<file path="src/rtl/keypad_pkg.sv">
// Shared key codes, FSM state type and amount limits for the keypad capture block.
package keypad_pkg;

   localparam logic [3:0]  KEY_ENTER  = 4'hA;
   localparam logic [3:0]  KEY_CLEAR  = 4'hB;
   localparam logic [35:0] MAX_AMOUNT = 36'h0_FFFF_FFFF;

   typedef enum logic [1:0] {
      StIdle,
      StDebounce,
      StHold
   } key_state_e;

   // Widened so an overflow past 32 bits is still visible to the caller.
   function automatic logic [35:0] acc_mul10_add(input logic [31:0] acc, input logic [3:0] d);
      return ({4'b0000, acc} * 36'd10) + {32'd0, d};
   endfunction

endpackage

</file>
<file path="src/rtl/keypad_debounce.sv">
// Key debounce FSM: one accept pulse per press. KEYPAD_DEBOUNCE_EN enables the
// stable-cycle filter; without it a key is accepted on its first sampled cycle.
module keypad_debounce
   import keypad_pkg::*;
#(
   parameter int unsigned DebCycles = 3
) (
   input  logic       clk_i,
   input  logic       rst_ni,
   input  logic       key_valid_i,
   input  logic [3:0] key_i,
   output logic       accept_o,
   output logic [3:0] code_o
);

`ifdef KEYPAD_DEBOUNCE_EN
   localparam bit DebounceEn = 1'b1;
`else
   localparam bit DebounceEn = 1'b0;
`endif
   localparam logic [3:0] DebLast = 4'(DebCycles);

   key_state_e state_q, state_d;
   logic [3:0] cnt_q, cnt_d;
   logic [3:0] code_q, code_d;
   logic       accept_q, accept_d;

   always_comb begin
      state_d  = state_q;
      cnt_d    = cnt_q;
      code_d   = code_q;
      accept_d = 1'b0;
      unique case (state_q)
         StIdle: begin
            if (key_valid_i) begin
               code_d = key_i;
               if (DebounceEn) begin
                  state_d = StDebounce;
                  cnt_d   = 4'd1;
               end else begin
                  state_d  = StHold;
                  accept_d = 1'b1;
               end
            end
         end
         StDebounce: begin
            if (!key_valid_i || (key_i != code_q)) begin
               state_d = StIdle;
               cnt_d   = 4'd0;
            end else if (cnt_q >= DebLast) begin
               state_d  = StHold;
               cnt_d    = 4'd0;
               accept_d = 1'b1;
            end else begin
               cnt_d = cnt_q + 4'd1;
            end
         end
         StHold: begin
            if (!key_valid_i) state_d = StIdle;
         end
         default: state_d = StIdle;
      endcase
   end

   always_ff @(posedge clk_i) begin
      if (!rst_ni) begin
         state_q  <= StIdle;
         cnt_q    <= 4'd0;
         code_q   <= 4'd0;
         accept_q <= 1'b0;
      end else begin
         state_q  <= state_d;
         cnt_q    <= cnt_d;
         code_q   <= code_d;
         accept_q <= accept_d;
      end
   end

   assign accept_o = accept_q;
   assign code_o   = code_q;

endmodule

</file>
<file path="src/rtl/keypad_capture.sv">
// Keypad capture top: PIN digit strobes and decimal amount accumulation.
// Debounce filtering is enabled by defining KEYPAD_DEBOUNCE_EN.
module keypad_capture
   import keypad_pkg::*;
#(
   parameter int unsigned DEB_CYCLES = 3
) (
   input  logic        CLK,
   input  logic        RESET,
   input  logic        TECLA_VALIDA,
   input  logic [3:0]  TECLA,
   input  logic        MODO_MONTO,
   output logic [3:0]  DIGITO,
   output logic        DIGITO_STB,
   output logic [31:0] MONTO,
   output logic        MONTO_STB,
   output logic        DESBORDE
);

   logic        accept;
   logic [3:0]  code;

   logic [3:0]  digito_q, digito_d;
   logic        digito_stb_q, digito_stb_d;
   logic [31:0] monto_q, monto_d;
   logic        monto_stb_q, monto_stb_d;
   logic        desborde_q, desborde_d;
   logic [31:0] acc_q, acc_d;
   logic [3:0]  count_q, count_d;
   logic        modo_q;

   logic [31:0] acc_base;
   logic [3:0]  count_base;
   logic [35:0] acc_ext;

   keypad_debounce #(
      .DebCycles (DEB_CYCLES)
   ) u_debounce (
      .clk_i       (CLK),
      .rst_ni      (RESET),
      .key_valid_i (TECLA_VALIDA),
      .key_i       (TECLA),
      .accept_o    (accept),
      .code_o      (code)
   );

   always_comb begin
      // A mode change wipes any partial amount before this cycle's key is applied.
      acc_base   = (MODO_MONTO != modo_q) ? 32'd0 : acc_q;
      count_base = (MODO_MONTO != modo_q) ? 4'd0 : count_q;
      acc_ext    = acc_mul10_add(acc_base, code);

      digito_d     = digito_q;
      digito_stb_d = 1'b0;
      monto_d      = monto_q;
      monto_stb_d  = 1'b0;
      desborde_d   = 1'b0;
      acc_d        = acc_base;
      count_d      = count_base;

      if (accept) begin
         if (code <= 4'd9) begin
            if (!MODO_MONTO) begin
               digito_d     = code;
               digito_stb_d = 1'b1;
            end else if (acc_ext > MAX_AMOUNT) begin
               desborde_d = 1'b1;
            end else begin
               acc_d   = acc_ext[31:0];
               count_d = (count_base == 4'hF) ? count_base : count_base + 4'd1;
            end
         end else if (code == KEY_ENTER) begin
            if (MODO_MONTO && (count_base != 4'd0)) begin
               monto_d     = acc_base;
               monto_stb_d = 1'b1;
               acc_d       = 32'd0;
               count_d     = 4'd0;
            end
         end else if (code == KEY_CLEAR) begin
            if (MODO_MONTO) begin
               acc_d   = 32'd0;
               count_d = 4'd0;
            end
         end
      end
   end

   always_ff @(posedge CLK) begin
      if (!RESET) begin
         digito_q     <= 4'd0;
         digito_stb_q <= 1'b0;
         monto_q      <= 32'd0;
         monto_stb_q  <= 1'b0;
         desborde_q   <= 1'b0;
         acc_q        <= 32'd0;
         count_q      <= 4'd0;
         modo_q       <= MODO_MONTO;
      end else begin
         digito_q     <= digito_d;
         digito_stb_q <= digito_stb_d;
         monto_q      <= monto_d;
         monto_stb_q  <= monto_stb_d;
         desborde_q   <= desborde_d;
         acc_q        <= acc_d;
         count_q      <= count_d;
         modo_q       <= MODO_MONTO;
      end
   end

   assign DIGITO     = digito_q;
   assign DIGITO_STB = digito_stb_q;
   assign MONTO      = monto_q;
   assign MONTO_STB  = monto_stb_q;
   assign DESBORDE   = desborde_q;

endmodule

</file>
<file path="config.mk">
export PLATFORM = sky130hd
export DESIGN_NAME = keypad_capture
export DESIGN_NICKNAME = d
export VERILOG_FILES = /design/src/rtl/keypad_pkg.sv /design/src/rtl/keypad_debounce.sv /design/src/rtl/keypad_capture.sv
export SDC_FILE = /design/constraint.sdc
export NUM_CORES = 1
export LEC_CHECK = 0
export CAP_MARGIN = 20
export CORE_AREA = 2 2 139 141
export DETAILED_ROUTE_END_ITERATION = 16
export DIE_AREA = 0 0 141 143
export PLACE_DENSITY = 0.62
export SLEW_MARGIN = 10
export SYNTH_ARGS = -nofsm -noshare
export SYNTH_HDL_FRONTEND = slang
export SYNTH_SLANG_ARGS = --single-unit
</file>
<file path="constraint.sdc">
create_clock -name CLK -period 7.05 [get_ports CLK]
set_input_delay 1.7625 -clock CLK [delete_from_list [all_inputs] [get_ports CLK]]
set_output_delay 1.7625 -clock CLK [all_outputs]
set_load 0.01 [all_outputs]
</file>
==> results of run 1 <==
final cells by class:
class,instances,area share [%]
tap,234,3.65
sequential,82,20.4
clock inverter,7,0.748
multi-input combinational,767,63.0
timing repair buffer,66,8.17
clock buffer,9,2.81
inverter,25,1.17
per-layer routing:
metal / up-vias / global-route usage (%) / routed length (µm)
li1: 3346 / - / -
met4: 0 / 3.79 / 243
met2: 177 / 34.4 / 9290
met1: 3059 / 27.9 / 9590
met5: - / 0 / 0
met3: 18 / 2.35 / 827
state kept, by name, summed over array words and instances, names as in the netlist:
register,count
u_debounce.accept_o,1
MONTO,32
MONTO_STB,1
DIGITO_STB,1
DESBORDE,1
count_q,4
modo_q,1
DIGITO,4
u_debounce.code_o,4
u_debounce.state_q,1
acc_q,32
power groups by stage:
stage               Combinational (mW)  Sequential [mW]  Clock, mW
finish                           0.115            0.484      0.459
detailed placement               0.112            0.495          0
CTS                              0.113            0.484      0.468
floorplan                       0.0788            0.489          0
global placement                 0.112            0.495          0
global route                     0.127            0.486      0.490
cells in the mapped netlist, drive strengths merged (3+ instances only):
cell / instances
nor2b: 8
nor3b: 4
and4: 6
inv: 25
o211a: 3
o21a: 3
a211oi: 8
nand4: 21
nand3: 26
a21boi: 16
a2bb2oi: 3
xor2: 24
nor2: 81
o221ai: 3
o22ai: 23
o21bai: 3
xnor2: 46
nor4: 12
o211ai: 10
clkbuf: 25
nor3: 12
and2: 37
a21oi: 46
dfxtp: 82
o21ai: 69
a22oi: 3
mux2i: 8
or3: 6
or2: 3
a21o: 17
ha: 42
o311a: 3
buf: 24
nand2b: 8
nand2: 144
and3: 33
worst max-delay path by stage:
stage	cells past startpoint	end	start	slack, ns
finish	18	acc_q[4]	MODO_MONTO	0.41
detailed placement	18	acc_q[4]	MODO_MONTO	0.12
global placement	18	acc_q[4]	MODO_MONTO	0.19
floorplan	19	acc_q[25]	MODO_MONTO	0.77
global route	18	acc_q[4]	MODO_MONTO	0.009
CTS	18	acc_q[4]	MODO_MONTO	0.44
worst reg2reg max path: cells and delay by family (launching register included):
kind	cells	cell delay, ns
XOR/XNOR	2	0.72
flip-flops	1	0.39
AND/OR/NAND/NOR	8	1.90
buffers and inverters	2	0.42
AO/OA/AOI/OAI	4	1.22
adder cells (fa/ha/maj)	1	0.31
kinds of logic (layout without fill, tap and decap cells):
kind of cell,after synthesis,count (layout)
and+or+nand+nor,408,408
adders and majority gates,44,44
muxes,10,10
buffers and inverters,74,107
xor gates and xnor gates,70,70
DFF,82,82
AOI/OAI and AO/OA,235,235
timing repair:
action	4_1_cts	5_1_grt
endpoints found under the hold margin	0	0
hold buffers	0	0
resized for setup	0	1
setup endpoints to repair	0	1
setup buffers	0	0
stage by stage:
stage	instances	cell area [µm²]	worst slack, ns	util, %	total power, mW
floorplan	923	7000	0.770	-	0.567
global placement	1173	7700	0.187	41.5	0.607
detailed placement	1173	7700	0.116	41.5	0.607
CTS	1189	7990	0.444	43.0	1.07
global route	1190	8030	0.00882	43.2	1.10
finish	1190	8030	0.410	43.2	1.06
==> results.md, run 1 <==
* Largest family of logic cells by synthesized area: simple AND/OR/NAND/NOR gates
* Yosys reg bits at 82
* Antenna cells at 0
* Multi-input gate area at 0.00506 mm²
* CP max-delay cell: clkdlybuf4s50_1
* Async SR Flop Fraction at 0%
* Die area at 0.0202 mm²
* Final net count at 1003
* Final hold slack at 0.466 ns
* Relative slew margins at 54.9%
* Yosys Warn Count at 0
* Synthesis-to-finish area growth at 14.8%
* Worst R2R Setup Slack at 2.01 ns
* HPWL after DPL at 15.5 mm
* Routed WL per cell at 16.8 µm
* CP Cell Sequence: clkdlybuf4s50_1 > buf_4 > xor2_2 > buf_12 > nor2_1 > ha_1 > a21oi_1 > o21ai_1 > a22oi_1 > nand3_1 > xor2_1 > nand2b_1 > nor4_4 > nand4_1 > and3b_4 > nor3_4 > nand2_1 > o32ai_1
* Syn Area/Cell at 7.58 µm²
* TritonCTS Buffers at 9
* Die height at 143 µm
* Synth Area in XOR/XNOR at 8.87%
* Layout cells sized above 1 at 9.21%
* Total clock sinks at 82
* GRT Util Overall at 20.2%
* Crit path buffers/inverters at 3
* Drt total wl at 20.0 mm
* First-pass GRT wire length at 33.0 mm
* Compound-Gate Fraction of Synth Area at 23.9%
* Number of global-route vias before repair at 6358
* Lkg Pwr at 3.16 nW
* Final Critical Period at 6.64 ns
* H-tree levels at 3
* Pwr Density at 132 mW/mm²
* ANT nets after route at 0
* Clock power share at 43.4%
* Clock Root Buffer: clkbuf_16
* Vias per cell at 5.55
* Pin count of the biggest net entering global routing at 59
* Worst endpoint required time at 7.30 ns
* Critical path class: primary input to register
* Combinational fraction of design power at 10.9%
* CTS max path bufs at 2
* DRC at 0
* Initial cell density of the core at 37.6%
* DR pass1 iterations at 4
* Worst Skew at 0.00716 ns
* Simple-Gate Fraction of Synth Area at 29.5%
* Clock transition at path regs at 0.07 ns
* Port Buffers at 46
* Psw at 0.296 mW
* Total congestion overflow at 0
* Most frequent cells in the layout: nand2_1 (144), dfxtp_1 (82), nor2_1 (79)
* Final setup viols at 0
* Dominant cells by area after synthesis: dfxtp_1 (23%), nand2_1 (7.7%), ha_1 (7.5%)
* RSZ-0062 raised after global routing: no
* Worst hold-check path type: register to register
* Commonest non-fill, non-tap cell in the layout: nand2_1
* WHS Path Cells at 2
* Crit. End Element: register
* Worst EP arrival at 6.89 ns
* Placement Rows at 50
* Die Width at 141 µm
* Synth area leader: dfxtp_1
* Post-Syn Area at 0.00700 mm²
* GP Congestion at 0.898
* Via count at 6600
* Core ar. at 0.0186 mm²
* Mux contribution to synthesized area at 1.52%
* Adder-cell area share of the yosys netlist at 8.08%
* Crit-path max FO at 25
* Register share of total power at 45.8%
* Worst-skew pair later-pin latency at 0.34 ns
* Cell family with most CP delay: simple AND/OR/NAND/NOR gates
* Initial antenna violation count at 0
* CTS tree: built
* Reg-to-reg endpoint: acc_q[4]
* Main synth FF type: dfxtp_1
* Switching Fraction at 27.9%
* Startpoint types: primary input
* # fillers at 1870
* R2R cell count at 17
* Internal power at 0.763 mW
* Max incr delay on CP at 0.59 ns
* Sequential share of the synthesized area at 23.5%
* Final Hold Viols at 0
* Iter 0 DRT Violations at 471
* Slew Limit Fails at 0
* Netlist cell types at 89
* Seq. cell area at 0.00164 mm²
* Max-Cap Viols at 0
* Status: finished clean
* Worst vdd ir at 0.000155 V
* Mapped Nets at 975
* Hold Path End: MONTO[6]
* I/O pin cnt at 47
* Hold path start: MONTO[6]
* Share of Yosys cell area claimed by the top area cell type at 23.5%
* Setup TNS at 0 ns
* Mapped Cells at 923
* Worst r2r src: modo_q
* Worst-margin pin slew at 0.676 ns
* Tcrit/Tclk final at 94.2%
* Post-synth EDFFs at 0
* Max Fclk at 151 MHz
No activity file was read; power rests on OpenSTA's default activity.
==> run 2, diff against run 1 <==
CELL_PAD_IN_SITES_DETAIL_PLACEMENT = 0   (was default)
CELL_PAD_IN_SITES_GLOBAL_PLACEMENT = 2   (was default)
CORE_AREA = 2 2 143 145   (was 2 2 139 141)
DIE_AREA = 0 0 145 147   (was 0 0 141 143)
PLACE_DENSITY = 0.88   (was 0.62)
==> run 2 against run 1 <==
- sequential cell count did not move
- register-to-register slack better by 0.10 ns
- non-clock buffer count rose by 1
- via count down 0.79%
- maximum frequency is essentially flat
- design area is 1.4% higher
- critical path depth is 2 higher
- combinational power about the same
- sequential share of layout area down 0.27 points
- cell count grew 3.0%
- sequential power is essentially flat
==> results.md, run 2 (synthesis gave the netlist of run 1 again) <==
* DR pass1 iterations at 4
* Worst-margin pin slew at 0.581 ns
* Internal power at 0.862 mW
* Clock transition at path regs at 0.06 ns
* RSZ-0062 raised after global routing: no
* Worst-skew pair later-pin latency at 0.33 ns
* Die height at 147 µm
* Final net count at 1004
* Antenna cells at 0
* DRC at 0
* Critical path class: primary input to register
* Core ar. at 0.0198 mm²
* Post-cts hold buffer count at 0
* Crit-path max FO at 43
* Startpoint types: primary input
* Max Fclk at 151 MHz
* Total clock sinks at 82
* Most frequent CP cell: nand2_1
* Max incr delay on CP at 0.67 ns
* Register share of total power at 42.5%
* Tcrit/Tclk final at 94.1%
* TritonCTS Buffers at 9
* Crit. End Element: register
* Placed cell area at 0.00777 mm²
* Status: finished clean
* Finished layout cell area at 0.00814 mm²
* Switching Fraction at 24.3%
* Number of global-route vias before repair at 6261
* Slew Limit Fails at 0
* Lkg Pwr at 3.19 nW
* Max-Cap Viols at 0
* Placement Rows at 52
* Worst hold-check path type: register to register
* Routed WL per cell at 17.0 µm
* HPWL after DPL at 16.2 mm
* Via count at 6548
* Place WS at 0.230 ns
* Fin worst setup slack at 0.417 ns
* Drt total wl at 20.8 mm
* Initial cell density of the core at 35.3%
* CP Cell Sequence: clkdlybuf4s50_1 > xnor2_2 > buf_12 > nand2_1 > inv_1 > nand2_1 > inv_1 > ha_1 > a21o_1 > and4_1 > o21ai_0 > a21boi_0 > nor4_1 > nand4_2 > nor2_2 > nand4_1 > mux2_4 > nor3_4 > nand2_1 > o32ai_1
* Iter 0 DRT Violations at 404
* Setup TNS at 0 ns
* Final setup viols at 0
* Psw at 0.277 mW
* Die area at 0.0213 mm²
* Worst endpoint required time at 7.30 ns
* Final Hold Viols at 0
* Pwr Density at 140 mW/mm²
* Final Power at 1.14 mW
* Worst R2R Setup Slack at 2.11 ns
* Vias per cell at 5.34
* Die Width at 145 µm
* CTS max path bufs at 2
* Setup Fix Bufs, Post-CTS at 0
* Final Critical Period at 6.63 ns
* Synthesis-to-finish area growth at 16.3%
* GP Congestion at 0.834
* First-pass GRT wire length at 33.8 mm
* Clock Root Buffer: clkbuf_16
* Combinational fraction of design power at 10.0%
* CTS resizes at 0
* Layout cells sized above 1 at 9.21%
* Worst vdd ir at 0.000115 V
* Pin count of the biggest net entering global routing at 59
* GRT Util Overall at 19.5%
* Port Buffers at 46
* Initial antenna violation count at 0
* I/O pin cnt at 47
* H-tree levels at 3
* Commonest non-fill, non-tap cell in the layout: nand2_1
* Most frequent cells in the layout: nand2_1 (144), dfxtp_1 (82), nor2_1 (79)
* ANT nets after route at 0
* Worst Skew at 0.00606 ns
* Clock power share at 47.4%
* Relative slew margins at 60.8%
* CTS tree: built
* Worst EP arrival at 6.88 ns
* CP max-delay cell: clkdlybuf4s50_1
* Total congestion overflow at 0
[run 2: path summary, 6_finish.rpt]
| path | endpoint | depth (start not counted) | from |
|---|---|---|---|
| worst max register to register | acc_q[4] | 19 | modo_q |
| worst min-delay path | MONTO[30] | 2 | MONTO[30] |
| worst min register to register | MONTO[30] | 2 | MONTO[30] |
| worst max-delay path | acc_q[4] | 20 | MODO_MONTO |
[run 2: cell type report]
class                   instances  area [µm²]
clock buffers                   9         225
clock inverters                 6         115
flip-flops and latches         82        1640
inverters                      25        93.8
well taps                     270         338
fillers                      2054       11700
multi-input cells             767        5050
repair buffers                 67         676
[run 2: layer usage]
layer	vias to the layer above	global-route usage (%)	routed length (µm)
met5	-	0	0
met4	0	3.71	263
met3	15	2.42	817
met2	152	32.5	9700
met1	3030	27.3	10000
li1	3351	-	-
[run 2: worst max-delay path: cells and delay by family]
kind                     cells  cell delay, ns
AND/OR/NAND/NOR              9            2.08
XOR/XNOR                     1            0.18
adder cells (fa/ha/maj)      1            0.21
AO/OA/AOI/OAI                4            1.12
multiplexers                 1            0.38
buffers and inverters        4            1.09
[run 2: power by group through the flow]
stage,Sequential [mW],Combinational (mW),Clock [mW]
final,0.485,0.114,0.541
after global routing,0.486,0.124,0.575
after CTS,0.485,0.114,0.553
after detailed placement,0.495,0.113,0
after global placement,0.495,0.114,0
after floorplan,0.489,0.0788,0
[run 2: through the flow]
step                      hold slack, ns  util, %  instances
after floorplan                    0.453        -        923
after global placement             0.452     39.2       1210
after detailed placement           0.459     39.2       1210
after CTS                          0.468     40.9       1225
after global routing               0.488     41.0       1226
final                              0.463     41.0       1226
==> run 3, diff against run 2 <==
GPL_ROUTABILITY_DRIVEN = 0   (was default)
==> results of run 3 <==
The final DEF is identical to that of run 2; final timing and power are the same.
